### config.mk
export PLATFORM = sky130hd
export DESIGN_NAME = uart_frame_sequencer_flat
export DESIGN_NICKNAME = d
export VERILOG_FILES = /design/src/rtl/uart_frame_sequencer_if.sv /design/src/rtl/uart_frame_sequencer.sv /design/src/flat_wrapper.sv
export SDC_FILE = /design/constraint.sdc
export NUM_CORES = 1
export LEC_CHECK = 0
export ABC_AREA = 1
export BUFFER_PORTS_ARGS = -buffer_cell sky130_fd_sc_hd__buf_2
export CAP_MARGIN = 20
export CORE_MARGIN = 8
export CORE_UTILIZATION = 30
export CTS_CLUSTER_SIZE = 40
export DETAILED_ROUTE_END_ITERATION = 10
export GPL_ROUTABILITY_DRIVEN = 0
export SYNTH_ARGS = -nofsm -noshare
export SYNTH_HDL_FRONTEND = slang
export SYNTH_SLANG_ARGS = --single-unit
### constraint.sdc
create_clock -name clk_50m -period 4.95 [get_ports clk_50m]
set_clock_uncertainty 0.15 [all_clocks]
set_input_delay 0.7425 -clock clk_50m [delete_from_list [all_inputs] [get_ports clk_50m]]
set_output_delay 0.7425 -clock clk_50m [all_outputs]
set_load 0.01 [all_outputs]
### src/rtl/uart_frame_sequencer_if.sv
// uart_frame_sequencer_if: FIFO read side and UART transmitter handshake bundle
interface uart_frame_sequencer_if;
  logic       fifo_rdempty;
  logic [7:0] fifo_q;
  logic       fifo_rdreq;
  logic       tx_busy;
  logic [7:0] tx_data;
  logic       tx_wr_en;
  modport master (
    input  fifo_rdempty, fifo_q, tx_busy,
    output fifo_rdreq, tx_data, tx_wr_en
  );
  modport slave (
    output fifo_rdempty, fifo_q, tx_busy,
    input  fifo_rdreq, tx_data, tx_wr_en
  );
endinterface

### src/rtl/uart_frame_sequencer.sv
// uart_frame_sequencer: drains FIFO bytes into the UART as header/data/XOR-checksum frames
module uart_frame_sequencer #(
  parameter int         FRAME_LEN    = 8,
  parameter logic [7:0] HEADER       = 8'hA5,
  parameter int         BUSY_TIMEOUT = 16
) (
  input  logic                          clk_50m,
  input  logic                          clr,
  input  logic                          enable,
  uart_frame_sequencer_if.master        bus,
  output logic                          frame_active,
  output logic [15:0]                   frame_count,
  output logic                          err_timeout
);
  typedef enum logic [2:0] {IDLE, RD_REQ, RD_WAIT, LOAD, STROBE, WAIT_HI, WAIT_LO} state_t;
  typedef enum logic [1:0] {R_HDR, R_DAT, R_CSM} ret_t;
  state_t      state, state_n;
  ret_t        ret, ret_n;
  logic [7:0]  data, data_n, csum, csum_n, idx, idx_n;
  logic [15:0] timer, timer_n, count_n;
  logic        active_n, err_n;
  assign bus.tx_data = data;
  always_ff @(posedge clk_50m) begin
    if (!clr) begin
      state        <= IDLE;
      ret          <= R_HDR;
      data         <= '0;
      csum         <= '0;
      idx          <= '0;
      timer        <= '0;
      frame_active <= 1'b0;
      frame_count  <= '0;
      err_timeout  <= 1'b0;
    end else begin
      state        <= state_n;
      ret          <= ret_n;
      data         <= data_n;
      csum         <= csum_n;
      idx          <= idx_n;
      timer        <= timer_n;
      frame_active <= active_n;
      frame_count  <= count_n;
      err_timeout  <= err_n;
    end
  end
  always_comb begin
    state_n        = state;
    ret_n          = ret;
    data_n         = data;
    csum_n         = csum;
    idx_n          = idx;
    timer_n        = timer;
    active_n       = frame_active;
    count_n        = frame_count;
    err_n          = err_timeout;
    bus.fifo_rdreq = 1'b0;
    bus.tx_wr_en   = 1'b0;
    case (state)
      IDLE: if (enable && !bus.fifo_rdempty) begin
        active_n = 1'b1;
        csum_n   = '0;
        idx_n    = '0;
        data_n   = HEADER;
        ret_n    = R_HDR;
        state_n  = LOAD;
      end
      RD_REQ: if (!bus.fifo_rdempty) begin
        bus.fifo_rdreq = 1'b1;
        state_n        = RD_WAIT;
      end
      RD_WAIT: begin
        data_n  = bus.fifo_q;
        csum_n  = csum ^ bus.fifo_q;
        idx_n   = idx + 8'd1;
        ret_n   = R_DAT;
        state_n = LOAD;
      end
      LOAD: state_n = bus.tx_busy ? LOAD : STROBE;
      STROBE: begin
        bus.tx_wr_en = 1'b1;
        timer_n      = '0;
        state_n      = WAIT_HI;
      end
      WAIT_HI: begin
        if (bus.tx_busy) state_n = WAIT_LO;
        else if (timer == 16'(BUSY_TIMEOUT - 1)) begin
          err_n   = 1'b1;
          state_n = WAIT_LO;
        end else timer_n = timer + 16'd1;
      end
      WAIT_LO: if (!bus.tx_busy) begin
        if (ret == R_CSM) begin
          active_n = 1'b0;
          count_n  = frame_count + 16'd1;
          state_n  = IDLE;
        end else if (ret == R_DAT && idx == 8'(FRAME_LEN)) begin
          data_n  = csum;
          ret_n   = R_CSM;
          state_n = LOAD;
        end else state_n = RD_REQ;
      end
      default: state_n = IDLE;
    endcase
  end
endmodule

### src/flat_wrapper.sv
// flat-port wrapper written by rule: the top's interface ports become plain ports
module uart_frame_sequencer_flat 
#(
  parameter int         FRAME_LEN    = 8,
  parameter logic [7:0] HEADER       = 8'hA5,
  parameter int         BUSY_TIMEOUT = 16
)
  (clk_50m, clr, enable, frame_active, frame_count, err_timeout, bus_fifo_rdempty, bus_fifo_q, bus_tx_busy, bus_fifo_rdreq, bus_tx_data, bus_tx_wr_en);
  uart_frame_sequencer_if bus_i ();
  input  logic clk_50m;
  input  logic clr;
  input  logic enable;
  output logic frame_active;
  output logic [15:0] frame_count;
  output logic err_timeout;
  input wire logic [$bits(bus_i.fifo_rdempty)-1:0] bus_fifo_rdempty;
  input wire logic [$bits(bus_i.fifo_q)-1:0] bus_fifo_q;
  input wire logic [$bits(bus_i.tx_busy)-1:0] bus_tx_busy;
  output wire logic [$bits(bus_i.fifo_rdreq)-1:0] bus_fifo_rdreq;
  output wire logic [$bits(bus_i.tx_data)-1:0] bus_tx_data;
  output wire logic [$bits(bus_i.tx_wr_en)-1:0] bus_tx_wr_en;
  assign bus_i.fifo_rdempty = bus_fifo_rdempty;
  assign bus_i.fifo_q = bus_fifo_q;
  assign bus_i.tx_busy = bus_tx_busy;
  assign bus_fifo_rdreq = bus_i.fifo_rdreq;
  assign bus_tx_data = bus_i.tx_data;
  assign bus_tx_wr_en = bus_i.tx_wr_en;
  uart_frame_sequencer #(.FRAME_LEN(FRAME_LEN), .HEADER(HEADER), .BUSY_TIMEOUT(BUSY_TIMEOUT)) u_core (.clk_50m(clk_50m), .clr(clr), .enable(enable), .bus(bus_i), .frame_active(frame_active), .frame_count(frame_count), .err_timeout(err_timeout));
endmodule
==> results of run 1 <==
[critical path, delay by kind of cell (launching register included)]
kind,cells,cell delay (ps)
AND/OR/NAND/NOR,2,400
flip-flops,1,390
buffers and inverters,2,310
[flip-flops by register name, indices dropped and copies added, names as in the netlist]
| signal | flops |
|---|---|
| u_core.idx | 8 |
| u_core.state | 3 |
| u_core.frame_count | 16 |
| u_core.frame_active | 1 |
| u_core.ret | 2 |
| u_core.csum | 8 |
| u_core.err_timeout | 1 |
| u_core.bus.tx_data | 8 |
| u_core.timer | 16 |
[metrics by stage]
| step | hold WS [ps] | util, % | area, sq um |
|---|---|---|---|
| floorplan | 299 | - | 3320 |
| global placement | 301 | 33.6 | 3640 |
| detailed placement | 310 | 33.6 | 3640 |
| CTS | 321 | 35.5 | 3850 |
| global route | 334 | 35.5 | 3850 |
| finish | 316 | 35.5 | 3850 |
[routing by layer]
metal,up-vias,global-route usage (%),routed length [um]
li1,1712,-,-
met1,1496,13.6,3750
met2,68,20.1,3890
met3,9,3.72,513
met4,0,4.16,98
met5,-,0,0
[power by group]
group          switching (mW)  total [mW]  internal [mW]
clock network           0.203       0.475          0.272
registers              0.0394       0.604          0.565
logic                   0.221       0.330          0.108
total                   0.464        1.41          0.946
[cells by family after synthesis]
| group | Yosys count |
|---|---|
| AOI/OAI and AO/OA | 82 |
| xor gates and xnor gates | 3 |
| adders and majority gates | 4 |
| buffers and inverters | 82 |
| DFF | 63 |
| and+or+nand+nor | 272 |
[cell type report]
type	count	area share [%]
Clock buffer	13	4.39
Clock inverter	3	1.04
Inverter	71	6.92
Multi-Input combinational cell	361	45.2
Sequential cell	63	32.7
Tap cell	140	4.55
Timing Repair Buffer	40	5.20
[cells in the mapped netlist (all sizes together)]
library cell | instances | area [sq um]
a211oi | 4 | 30.0
buf | 6 | 37.5
nand3 | 38 | 213
o21ai | 30 | 150
a21oi | 37 | 185
a22oi | 8 | 60.1
dfxtp | 63 | 1260
o21bai | 1 | 7.51
ha | 4 | 50.1
nor3 | 18 | 90.1
nand4 | 11 | 68.8
o21a | 2 | 15.0
nor3b | 1 | 7.51
inv | 71 | 267
or2 | 2 | 12.5
nor2 | 97 | 413
nand3b | 1 | 7.51
clkbuf | 5 | 18.8
nand2 | 104 | 403
xor2 | 3 | 26.3
[final timing paths]
check	startpoint	endpoint	slack [ps]	cells past startpoint
worst min register to register	u_core.frame_count[10]	u_core.frame_count[10]	320	2
worst max-delay path	u_core.state[0]	bus_tx_wr_en	2610	4
worst max register to register	u_core.state[0]	u_core.bus.tx_data[7]	2740	7
worst min-delay path	u_core.frame_count[10]	u_core.frame_count[10]	320	2
==> flow_metrics.py, run 1 <==
metrics = {
    "run_status": {
        "status": "completed",
    },
    "grt": {
        "grt_max_degree": 30,
        "antenna_found_initial": 0,
        "grt.total_usage_pct": 11.8,
        "overflow": 0,
        "grt_pass1_vias": 3115,
        "grt_pass1_wl_um": 14200,
    },
    "critical_path": {
        "path_cells": "nor2_1, nand2_1, inv_1, buf_2",
        "crit_type": "reg -> out",
        "critPathArrivalTime_ps": 1450,
        "setup.worst_path.end_class": "output pin",
        "critPathSlowestCell": "dfxtp_1",
        "cp_max_fo": 7,
        "start_kind": "register",
        "slowest_delay_ps": 390,
        "cp.required_ps": 4060,
    },
    "cells_and_area": {
        "area.sequential_sq_mm": 0.00126,
        "synthToLayoutAreaGrowth_pct": 15.9,
        "layout_commonest_cell": "nand2_1",
        "drive_gt1_share_pct": 14.9,
        "num_antenna_cells": 0,
        "nNetsFinal": 563,
        "multi_input_area_sq_mm": 0.00174,
        "num-fill-cells": 1168,
        "mostFrequentLayoutCells": "99 x nand2_1, 89 x nor2_1, 63 x dfxtp_1, 62 x inv_1, 40 x buf_2",
        "final_cell_count_no_fill": 691,
    },
    "clock_network": {
        "clock_latency_ps": 350,
        "cts_hold_buf": 0,
        "root_buffer": "clkbuf_8",
        "cts_buffers": 9,
        "cts_resized": 0,
        "cts_buffer_depth": 2,
        "htreeDepth": 3,
        "post_cts_buffers": 0,
        "cts.sinks": 63,
        "path_clk_slew_ps": 70,
        "cts_tree": "built",
    },
    "placed_design": {
        "placed_cells": 675,
        "portBuffers": 40,
        "place_ws_ps": 2280,
        "dpl.hpwl_um": 6080,
    },
    "yosys": {
        "ys_ff_latch": 63,
        "muxShareOfSynthArea_pct": 0,
        "synth_compound_area_share_pct": 13.5,
        "synthSimpleGateAreaFrac_pct": 36.6,
        "synth_top_family_by_area": "simple AND/OR/NAND/NOR gates",
        "syn_inst": 506,
        "yosys.area_share.adder_pct": 1.51,
        "yosysSeqAreaShare_pct": 38.0,
        "synth_xor_xnor_area_share_pct": 0.791,
        "syn_area_sq_mm": 0.00332,
        "yosysWarningCount": 0,
        "synth_nets": 523,
        "synthDistinctLibCells": 29,
        "syn_area_per_cell_sq_um": 6.57,
    },
    "floorplanning": {
        "die_h_um": 121,
        "die-area_sq_mm": 0.0147,
        "rows": 38,
        "die_w_um": 121,
        "start_util_pct": 30.7,
        "core_area_sq_mm": 0.0108,
        "pin_count": 41,
    },
    "timing": {
        "finalCritPeriodShare_pct": 47.3,
        "hold_viol": 0,
        "max_slew.worst_pin.slew_ps": 987,
        "setup_ws_ps": 2610,
        "grt_setup_unrepaired": "no",
        "fmax_mhz": 427,
        "max_slew_margin_pct": 34.1,
        "setup_viol": 0,
        "period_needed_ps": 2340,
        "tns_ps": 0,
        "maxSlewViolCount": 0,
    },
    "pwr": {
        "irDropWorstVdd_v": 0.000141,
        "p_per_area_mw_per_mm2": 366,
        "total_power_mw": 1.41,
        "p_leak_nw": 1.57,
    },
    "route": {
        "drt_iter0_markers": 295,
        "post-route-drc-count": 0,
        "firstDrtPassIters": 4,
        "via_per_inst": 4.75,
        "vias": 3285,
        "postRouteWirelength_um": 8260,
        "final_antenna_net_count": 0,
        "wl_per_cell_um": 11.9,
    },
    "flow_run": {
        "cap_violations": 0,
    },
    "worst_hold_path": {
        "hp-class": "reg -> reg",
    },
}
(Power assumes the default switching activity.)
==> run 2, diff against run 1 <==
==> constraint.sdc (replaced) <==
create_clock -name clk_50m -period 2.2 [get_ports clk_50m]
set_clock_uncertainty 0.15 [all_clocks]
set_input_delay 0.33 -clock clk_50m [delete_from_list [all_inputs] [get_ports clk_50m]]
set_output_delay 0.33 -clock clk_50m [all_outputs]
set_load 0.01 [all_outputs]
==> flow_metrics.py, run 2 (synthesized netlist as in run 1, its figures left out) <==
metrics = {
    "critical_path": {
        "start_kind": "register",
        "reg2reg_depth": 9,
        "critPathBufInv": 1,
        "cp.required_ps": 2340,
        "path_cells": "ha_1, nand3_1, nor2_1, nand3_2, nand2_2, inv_2, nand3_1, nand2_1, nor2_1",
        "rr_endpoint": "u_core.timer[10]",
        "crit_type": "reg -> reg",
        "setup.worst_path.end_class": "register",
        "critPathSlowestCell": "dfxtp_1",
        "crit_family": "simple AND/OR/NAND/NOR gates",
        "slowest_delay_ps": 370,
        "critPathArrivalTime_ps": 2120,
        "cp_max_fo": 14,
        "r2r-start": "u_core.timer[0]",
        "reg2reg_slack_ps": 220,
    },
    "worst_hold_path": {
        "worstHoldPathCells": 3,
        "whs_endpoint": "u_core.csum[1]",
        "min-delay-start": "bus_fifo_q[1]",
        "hp-class": "in -> reg",
    },
    "route": {
        "vias": 3308,
        "post-route-drc-count": 0,
        "drt_iter0_markers": 274,
        "wl_per_cell_um": 12.0,
        "postRouteWirelength_um": 8310,
        "via_per_inst": 4.77,
        "firstDrtPassIters": 4,
        "final_antenna_net_count": 0,
    },
    "clock_network": {
        "cts_hold_buf": 0,
        "clock_latency_ps": 350,
        "post_cts_buffers": 0,
        "root_buffer": "clkbuf_8",
        "path_clk_slew_ps": 70,
        "cts_buffer_depth": 2,
        "cts_resized": 0,
        "cts.sinks": 63,
        "cts_buffers": 9,
        "cts_tree": "built",
        "htreeDepth": 3,
    },
    "grt": {
        "use_met1_pct": 14.2,
        "grt.total_usage_pct": 11.9,
        "grt_max_degree": 25,
        "grt_pass1_vias": 3107,
        "grt_busiest_layer": "met2",
        "grt_pass1_wl_um": 14200,
        "antenna_found_initial": 0,
        "overflow": 0,
        "met2_usage_pct": 19.1,
        "grtUsageMet3_pct": 3.58,
    },
    "cells_and_area": {
        "final_cell_count_no_fill": 694,
        "num_antenna_cells": 0,
        "synthToLayoutAreaGrowth_pct": 16.0,
        "drive_gt1_share_pct": 15.5,
        "nNetsFinal": 567,
        "design_area_sq_mm": 0.00385,
        "final_util_pct": 35.6,
        "mostFrequentLayoutCells": "99 x nand2_1, 89 x nor2_1, 63 x dfxtp_1, 62 x inv_1, 40 x buf_2",
        "largestRegisters": "u_core.frame_count: 16 flops, u_core.timer: 16 flops",
        "layout_commonest_cell": "nand2_1",
    },
    "placed_design": {
        "portBuffers": 40,
        "place_ws_ps": 254,
        "placed_cells": 679,
        "place_area_sq_mm": 0.00367,
        "dpl.hpwl_um": 6190,
    },
    "pwr": {
        "p_leak_nw": 1.57,
        "p_per_area_mw_per_mm2": 793,
        "total_power_mw": 3.06,
        "irDropWorstVdd_v": 0.000310,
    },
    "timing": {
        "hold_viol": 0,
        "grt_setup_unrepaired": "no",
        "setup_viol": 0,
        "max_slew.worst_pin.slew_ps": 544,
        "period_needed_ps": 1980,
        "finalCritPeriodShare_pct": 89.8,
        "setup_ws_ps": 223,
        "tns_ps": 0,
        "fmax_mhz": 506,
        "max_slew_margin_pct": 63.7,
        "maxSlewViolCount": 0,
        "timing.hold.ws_ps": 117,
    },
    "flow_run": {
        "cap_violations": 0,
    },
    "run_status": {
        "status": "completed",
    },
    "floorplanning": {
        "pin_count": 41,
        "core_area_sq_mm": 0.0108,
        "die_w_um": 121,
        "die_h_um": 121,
        "start_util_pct": 30.7,
        "rows": 38,
        "die-area_sq_mm": 0.0147,
    },
}
[run 2: cell types whose count changed in the layout (fill, tap and decap cells not counted), sizes merged]
cell and change:
clkbuf -1, bufinv -1, buf +4, clkinvlp +1
[run 2: how the worst max path moves through the flow]
stage / slack, ps / end / start / cells after the start
after floorplan: 510 / u_core.timer[13] / u_core.timer[0] / 9
final: 220 / u_core.timer[10] / u_core.timer[0] / 9
after global routing: 20 / u_core.timer[8] / u_core.timer[0] / 10
after detailed placement: 250 / u_core.timer[10] / u_core.timer[0] / 10
after global placement: 320 / u_core.timer[8] / u_core.timer[0] / 10
after CTS: 240 / u_core.timer[10] / u_core.timer[0] / 9
[run 2: routing by layer]
| layer | up-vias | wire length (um) |
|---|---|---|
| met5 | - | 0 |
| met4 | 0 | 127 |
| met3 | 13 | 519 |
| met2 | 72 | 3740 |
| met1 | 1494 | 3930 |
| li1 | 1729 | - |
[run 2: final cells by class]
cell class,count,area [sq um]
clock buffers,12,165
clock inverters,3,17.5
fillers,1205,6990
inverters,71,267
multi-input cells,361,1740
flip-flops and latches,63,1260
well taps,140,175
repair buffers,44,230
[run 2: tightest hold or removal path: stages]
cell and delay (ps):
buf_2 110, nand3_1 70, a21oi_1 60
[run 2: report_power, final]
group | total, mW | switching (mW) | leakage [nW] | internal, mW
Sequential | 1.35 | 0.0842 | 0.511 | 1.27
Clock | 0.951 | 0.460 | 0.0942 | 0.491
Combinational | 0.751 | 0.500 | 0.964 | 0.251
==> run 3, diff against run 2 <==
--- a/config.mk
+++ b/config.mk
@@ -7,8 +7,7 @@
 export LEC_CHECK = 0
 export ABC_AREA = 1
 export BUFFER_PORTS_ARGS = -buffer_cell sky130_fd_sc_hd__buf_2
-export CAP_MARGIN = 20
-export CORE_MARGIN = 8
+export CAP_MARGIN = 10
 export CORE_UTILIZATION = 30
 export CTS_CLUSTER_SIZE = 40
 export DETAILED_ROUTE_END_ITERATION = 10
==> flow_metrics.py, run 3 (synthesized netlist as in run 1, its figures left out) <==
metrics = {
    "timing": {
        "setup_ws_ps": 190,
        "period_needed_ps": 2010,
        "finalCritPeriodShare_pct": 91.4,
        "grt_setup_unrepaired": "no",
        "maxSlewViolCount": 0,
        "max_slew_margin_pct": 70.7,
        "setup_viol": 0,
        "max_slew.worst_pin.slew_ps": 436,
        "tns_ps": 0,
        "hold_viol": 0,
        "fmax_mhz": 497,
    },
    "grt": {
        "grt_pass1_wl_um": 13400,
        "grt.total_usage_pct": 14.7,
        "overflow": 0,
        "grt_pass1_vias": 3024,
        "antenna_found_initial": 0,
        "grt_max_degree": 25,
    },
    "route": {
        "firstDrtPassIters": 5,
        "vias": 3295,
        "via_per_inst": 4.75,
        "postRouteWirelength_um": 7970,
        "final_antenna_net_count": 0,
        "post-route-drc-count": 0,
        "wl_per_cell_um": 11.5,
        "drt_iter0_markers": 170,
    },
    "clock_network": {
        "root_buffer": "clkbuf_8",
        "cts_resized": 0,
        "cts.sinks": 63,
        "htreeDepth": 3,
        "post_cts_buffers": 0,
        "cts_buffer_depth": 2,
        "cts_buffers": 9,
        "cts_tree": "built",
        "clock_latency_ps": 350,
        "path_clk_slew_ps": 80,
        "cts_hold_buf": 0,
    },
    "pwr": {
        "p_sw_mw": 1.04,
        "seq_power_share_pct": 41.3,
        "p_int_mw": 2.24,
        "comb_power_share_pct": 22.7,
        "clkPwrFrac_pct": 36.0,
        "p_per_area_mw_per_mm2": 842,
        "switching_share_pct": 31.7,
        "p_leak_nw": 1.59,
        "irDropWorstVdd_v": 0.000406,
    },
    "cells_and_area": {
        "layout_commonest_cell": "nand2_1",
        "area.sequential_sq_mm": 0.00126,
        "synthToLayoutAreaGrowth_pct": 17.4,
        "drive_gt1_share_pct": 15.5,
        "num-fill-cells": 1132,
        "mostFrequentLayoutCells": "99 x nand2_1, 89 x nor2_1, 63 x dfxtp_1, 62 x inv_1, 40 x buf_2",
        "largestRegisters": "u_core.frame_count: 16 flops, u_core.timer: 16 flops",
        "nNetsFinal": 567,
        "num_antenna_cells": 0,
        "multi_input_area_sq_mm": 0.00174,
    },
    "run_status": {
        "status": "completed",
    },
    "floorplanning": {
        "start_util_pct": 30.8,
        "die_h_um": 107,
        "die-area_sq_mm": 0.0115,
        "pin_count": 41,
        "core_area_sq_mm": 0.0108,
        "rows": 38,
        "die_w_um": 107,
    },
    "critical_path": {
        "cp_max_fo": 14,
        "start_kind": "register",
        "slowest_delay_ps": 360,
        "setup.worst_path.end_class": "register",
        "cp.required_ps": 2290,
        "reg2reg_slack_ps": 190,
        "critPathBufInv": 2,
        "crit_family": "simple AND/OR/NAND/NOR gates",
        "critPathArrivalTime_ps": 2100,
        "path_cells": "ha_1, nand3_1, nor2_1, nand3_2, nand2_2, inv_2, nand2_1, nand2_1, inv_1, nor2_1",
        "critPathSlowestCell": "dfxtp_1",
        "crit_type": "reg -> reg",
    },
    "placed_design": {
        "place_ws_ps": 218,
        "portBuffers": 40,
        "dpl.hpwl_um": 5900,
    },
    "worst_hold_path": {
        "hp-class": "in -> reg",
    },
    "flow_run": {
        "cap_violations": 0,
    },
}
-- run 3: changes by cell type in the layout (fill, tap and decap cells not counted) --
| cell | delta |
|---|---|
| bufinv_16 | +2 |
| clkinv_2 | -1 |
| clkinvlp_4 | -1 |
-- run 3: power by group through the flow --
stage / sequential (mW) / combinational (mW) / clock [mW]
3_3_place_gp: 1.37 / 0.738 / 0
2_1_floorplan: 1.40 / 0.545 / 0
5_1_grt: 1.38 / 0.852 / 1.26
4_1_cts: 1.36 / 0.753 / 1.22
3_5_place_dp: 1.38 / 0.751 / 0
6_report: 1.36 / 0.744 / 1.18
-- run 3: layout make-up --
class / instances / area share [%]
Clock buffer: 12 / 4.23
Inverter: 71 / 6.83
Tap cell: 140 / 4.49
Multi-Input combinational cell: 361 / 44.6
Timing Repair Buffer: 44 / 5.90
Clock inverter: 3 / 1.67
Sequential cell: 63 / 32.3
-- run 3: metal layers --
layer	track usage, %	vias to the layer above	routed length (um)
met1	18.3	1480	3850
met3	4.00	16	405
li1	-	1725	-
met5	0	-	0
met4	6.95	0	166
met2	23.5	74	3540
-- run 3: metrics by stage --
| stage | util [%] | total power [mW] | area, sq um | hold WS, ps | instances |
|---|---|---|---|---|---|
| after floorplan | - | 1.94 | 3320 | 299 | 506 |
| after global placement | 34.0 | 2.11 | 3670 | 298 | 679 |
| after detailed placement | 34.0 | 2.13 | 3670 | 302 | 679 |
| after CTS | 36.2 | 3.33 | 3900 | 108 | 694 |
| after global routing | 36.2 | 3.49 | 3900 | 128 | 694 |
| final | 36.2 | 3.28 | 3900 | 123 | 694 |
-- run 3: worst reg2reg max path, cell delays in order, from the launching register on --
cell and delay [ps]:
dfxtp_1 360, ha_1 220, nand3_1 150, nor2_1 190
nand3_2 160, nand2_2 240, inv_2 170, nand2_1 100
nand2_1 60, inv_1 50, nor2_1 40
-- run 3: path summary, 6_finish.rpt --
kind / from / end / cells past startpoint
worst max-delay path: u_core.timer[0] / u_core.timer[6] / 10
worst min-delay path: bus_fifo_q[3] / u_core.csum[3] / 3
worst max register to register: u_core.timer[0] / u_core.timer[6] / 10
worst min register to register: u_core.frame_count[10] / u_core.frame_count[10] / 2
